==> config.mk <==
export PLATFORM = sky130hd
export DESIGN_NAME = hazard_scoreboard
export DESIGN_NICKNAME = d
export VERILOG_FILES = /design/src/rtl/hazard_scoreboard.sv
export SDC_FILE = /design/constraint.sdc
export NUM_CORES = 1
export LEC_CHECK = 0
export CAP_MARGIN = 10
export CORE_AREA = 2 2 63 65
export DETAILED_ROUTE_END_ITERATION = 6
export DIE_AREA = 0 0 65 67
export GPL_TIMING_DRIVEN = 0
export PLACE_DENSITY = 0.79
export SETUP_SLACK_MARGIN = 0.15
export SYNTH_ARGS = -nofsm -noshare
export SYNTH_HDL_FRONTEND = slang
export SYNTH_SLANG_ARGS = --single-unit
==> constraint.sdc <==
create_clock -name clk -period 4.96 [get_ports clk]
set_clock_uncertainty 0.1 [all_clocks]
set_input_delay 0.744 -clock clk [delete_from_list [all_inputs] [get_ports clk]]
set_output_delay 0.744 -clock clk [all_outputs]
set_load 0.03 [all_outputs]
==> src/rtl/hazard_scoreboard.sv <==
// Pipeline hazard scoreboard: tracks in-flight destination registers past D and derives the
// stall and forwarding selects, and tracks occupancy of the multiply/divide unit.
module hazard_scoreboard #(
  parameter int unsigned DEPTH    = 3,
  parameter int unsigned MULT_LAT = 5,
  parameter int unsigned DIV_LAT  = 10
) (
  input  logic       clk,
  input  logic       reset,
  input  logic [4:0] d_rs,
  input  logic [4:0] d_rt,
  input  logic [2:0] d_rs_tuse,
  input  logic [2:0] d_rt_tuse,
  input  logic [4:0] d_wa,
  input  logic [2:0] d_tnew,
  input  logic       d_md_start,
  input  logic       d_md_div,
  input  logic       d_md_use,
  input  logic       flush,
  output logic       stall,
  output logic [2:0] fwd_rs_sel,
  output logic [2:0] fwd_rt_sel,
  output logic       md_busy
);

  localparam logic [2:0] TuseNone = 3'b111;

  // Index k holds slot k+1 (E, M, W, ...).
  logic [DEPTH-1:0][4:0] r_wa;
  logic [DEPTH-1:0][2:0] r_tnew;
  logic [DEPTH-1:0]      r_valid;
  logic [3:0]            r_md_cnt;

  logic       w_rs_hit, w_rt_hit;
  logic [2:0] w_rs_idx, w_rt_idx;
  logic [2:0] w_rs_tnew, w_rt_tnew;
  logic       w_rs_stall, w_rt_stall, w_md_stall;

  function automatic logic [2:0] sat_dec(input logic [2:0] t);
    return (t == 3'd0) ? 3'd0 : t - 3'd1;
  endfunction

  // Scan from the oldest slot down so the youngest match overwrites.
  always_comb begin
    w_rs_hit  = 1'b0;
    w_rs_idx  = 3'd0;
    w_rs_tnew = 3'd0;
    w_rt_hit  = 1'b0;
    w_rt_idx  = 3'd0;
    w_rt_tnew = 3'd0;
    for (int k = DEPTH - 1; k >= 0; k--) begin
      if (r_valid[k] && (r_wa[k] != 5'd0) && (r_wa[k] == d_rs)) begin
        w_rs_hit  = 1'b1;
        w_rs_idx  = 3'(k + 1);
        w_rs_tnew = r_tnew[k];
      end
      if (r_valid[k] && (r_wa[k] != 5'd0) && (r_wa[k] == d_rt)) begin
        w_rt_hit  = 1'b1;
        w_rt_idx  = 3'(k + 1);
        w_rt_tnew = r_tnew[k];
      end
    end
  end

  always_comb begin
    w_rs_stall = (d_rs_tuse != TuseNone) && w_rs_hit && (w_rs_tnew > d_rs_tuse);
    w_rt_stall = (d_rt_tuse != TuseNone) && w_rt_hit && (w_rt_tnew > d_rt_tuse);
    w_md_stall = d_md_use && md_busy;
    stall      = !flush && (w_rs_stall || w_rt_stall || w_md_stall);
    fwd_rs_sel = (w_rs_hit && (w_rs_tnew == 3'd0)) ? w_rs_idx : 3'd0;
    fwd_rt_sel = (w_rt_hit && (w_rt_tnew == 3'd0)) ? w_rt_idx : 3'd0;
  end

  assign md_busy = (r_md_cnt != 4'd0);

  always_ff @(posedge clk) begin
    if (!reset) begin
      r_wa    <= '0;
      r_tnew  <= '0;
      r_valid <= '0;
    end else if (flush) begin
      r_wa    <= '0;
      r_tnew  <= '0;
      r_valid <= '0;
    end else begin
      for (int k = DEPTH - 1; k >= 1; k--) begin
        r_wa[k]    <= r_wa[k-1];
        r_tnew[k]  <= sat_dec(r_tnew[k-1]);
        r_valid[k] <= r_valid[k-1];
      end
      if (stall) begin
        r_wa[0]    <= 5'd0;
        r_tnew[0]  <= 3'd0;
        r_valid[0] <= 1'b0;
      end else begin
        r_wa[0]    <= d_wa;
        r_tnew[0]  <= sat_dec(d_tnew);
        r_valid[0] <= 1'b1;
      end
    end
  end

  // The counter ignores flush so an already issued multiply/divide runs to completion.
  always_ff @(posedge clk) begin
    if (!reset) begin
      r_md_cnt <= 4'd0;
    end else if (d_md_start && !stall && !flush) begin
      r_md_cnt <= d_md_div ? 4'(DIV_LAT) : 4'(MULT_LAT);
    end else if (r_md_cnt != 4'd0) begin
      r_md_cnt <= r_md_cnt - 4'd1;
    end
  end

endmodule

==> qor.yml <==
path_max_fanout: 5
final_max_slew_viol_count: 0
grt_remaining_overflow: 0
final-seq-area_um2: 621
rows: 22
timing.rr.end: "r_tnew[1]"
met1Wirelength_um: 1850
status: "completed"
cts_hold_buf: 0
finalPower_uw: 730
cts_tree: "done"
mappedNetlistArea_mm2: 0.00192
cap_violations: 0
dp_slack_ns: -0.365
endpoint_kind: "output pin"
async_flop_share: 0
cts_buffers: 5
yosys.area.top_type_share: 0.323
drt_wl_total_um: 4160
highest_layer: "met4"
setup_violations: 0
dieArea_mm2: 0.00436
post-dp-hpwl_um: 3220
holdCritStartpoint: "r_tnew[0]"
die_x_um: 65
hold_viol: 0
crit_type: "in2out"
clk_latency_ns: 0.29
htreeDepth: 2
critPathRequiredTime_ns: 4.12
multi_input_area_mm2: 0.00124
pin_count: 38
clock.fmax_mhz: 220
antenna_left: 0
port_buffers: 35
grt_start_max_net_pins: 12
antenna_cells: 0
r2r_cells: 12
hold_end: "r_tnew[3]"
tightest_slew_ns: 0.493
syn_avg_cell_area_um2: 8.51
vias_per_cell: 5.21
die_height_um: 67
vias: 1678
synth_common_cells: "dfxtp_1, inv_1, xnor2_1"
arrival_ns: 3.70
totalNegativeSetupSlack_ns: 0
switchingPower_uw: 248
sequentialPowerShare: 0.411
setup_ws_ns: 0.418
synth.most_common_cell: "dfxtp_1"
drt_drc_violations_left: 0
wl_met2_um: 2050
nNetsFinal: 317
seq_area_frac_synth: 0.323
timing.final.crit_share: 0.916
grt_pass1_vias: 1566
grt_pass1_wl_um: 6930
ir_drop_uv: 258
hold_depth: 1
synth_cell_types: 36
syn_inst: 226
ys_ff_latch: 31
final_util: 0.691
grt_usage: 0.211
p_leak_uw: 0.00107
relSlewSlack: 0.669
area_growth_pct: 29.6
wl_met3_um: 190
rrSetupSlack_ns: 1.53
dr.pass1.iters: 6
hold_path_class: "reg2reg"
switching_share: 0.340
intPower_uw: 482
wl_per_cell_um: 12.9
antenna_found_initial: 0
clockPowerShare: 0.269
combPwrFrac: 0.320
rsz0062_at_grt: "no"
globalplace.congestion: 0.838
placed_area_mm2: 0.00234
coreArea_mm2: 0.00361
num-fill-cells: 299
drt-initial-drc-count: 72
powerDensity_mw_per_mm2: 293
startpoint_type: "input pin"
synth_edf_count: 0
synth_top_cell_by_area: "dfxtp_1"
start_util: 0.533
clockBufferDepth: 2
layout-drive-gt1-share: 0.102
synth-main-ff-cell: "dfxtp_1"
fin_crit_ns: 4.54
ys_warn_count: 0
r2r_start: "r_wa[6]"
cts.sinks: 31
clk_pin_slew_ns: 0.06
root_buffer: "clkbuf_8"
synth.area.top_cells: "dfxtp_1, xnor2_1, ha_1"
fin_area_mm2: 0.00249
-- flip-flops by register name (all words and copies together), names as in the netlist --
register  count
r_wa         15
r_valid       3
r_md_cnt      4
r_tnew        9
-- worst max-delay path by stage --
| stage | start | end | cells past startpoint |
|---|---|---|---|
| 2_1_floorplan | d_rt[2] | stall | 10 |
| 3_3_place_gp | d_rs[0] | stall | 13 |
| 3_5_place_dp | d_rt[2] | stall | 12 |
| 4_1_cts | d_rs[0] | stall | 13 |
| 5_1_grt | d_rt[4] | stall | 12 |
| 6_report | d_rs[3] | stall | 14 |
-- critical path, stage by stage --
cell and delay [ns]:
clkdlybuf4s50_1 0.51, xnor2_1 0.30, o211ai_1 0.18, nor2_1 0.28, a21oi_1 0.11, a22oi_1 0.33
inv_1 0.08, ha_1 0.27, nand3_1 0.08, nand2_1 0.05, a21oi_1 0.18, a22oi_1 0.16
a31oi_1 0.21, clkbuf_2 0.23
-- layout by cell type, fill, tap and decap left out, types with 2 or more instances in the layout --
master,n
conb_1,2
nor2_1,17
inv_1,24
nand2_1,9
xor2_1,7
nor3_1,5
or4_1,3
nand2b_1,3
o21ai_0,5
xnor2_1,24
clkbuf_8,5
clkdlybuf4s50_1,34
or2_2,2
nand4_1,2
and2_1,12
o211ai_1,2
o21ai_1,2
nor4_1,4
nor2b_1,5
dfxtp_1,31
clkinvlp_4,2
a22oi_1,4
a21oi_1,8
nor4_4,3
nand4_2,2
ha_1,14
a31oi_1,3
mux2i_1,6
nand3_1,15
buf_4,6
-- kinds of logic after synthesis --
logic type,share of synthesized area
AOI/OAI and AO/OA,0.108
xor gates and xnor gates,0.141
adders and majority gates,0.0911
buffers and inverters,0.0566
DFF,0.323
muxes,0.0312
other,0.00195
and+or+nand+nor,0.247
-- layer usage --
| metal | up-vias | GRT usage |
|---|---|---|
| met4 | 0 | 0.0824 |
| li1 | 859 | - |
| met3 | 8 | 0.0524 |
| met5 | - | 0 |
| met1 | 765 | 0.250 |
| met2 | 46 | 0.365 |
-- what timing repair did --
action	CTS	global route
setup endpoints to repair	1	1
gates resized for setup	6	4
pin swaps	2	1
setup buffers	3	1
-- area by class of cell --
class,instances,area share
buffer,3,0.00753
inverter,24,0.0361
clock buffer,5,0.0276
tap,48,0.0241
multi-input combinational,169,0.497
timing repair buffer,39,0.151
clock inverter,3,0.00803
sequential,31,0.249
-- metrics by stage --
stage                     cells  hold WS (ns)
after floorplan             227         0.293
after global placement      310         0.299
after detailed placement    310         0.300
after CTS                   321         0.311
after global routing        322         0.323
final                       322         0.309
-- power by group through the flow --
stage               clock network, uW  registers (uW)  logic [uW]
global route                      210             304         266
finish                            196             300         234
detailed placement                  0             304         232
global placement                    0             303         225
floorplan                           0             298         161
CTS                               201             299         235
Note: power is estimated with default switching activity, not from simulation.
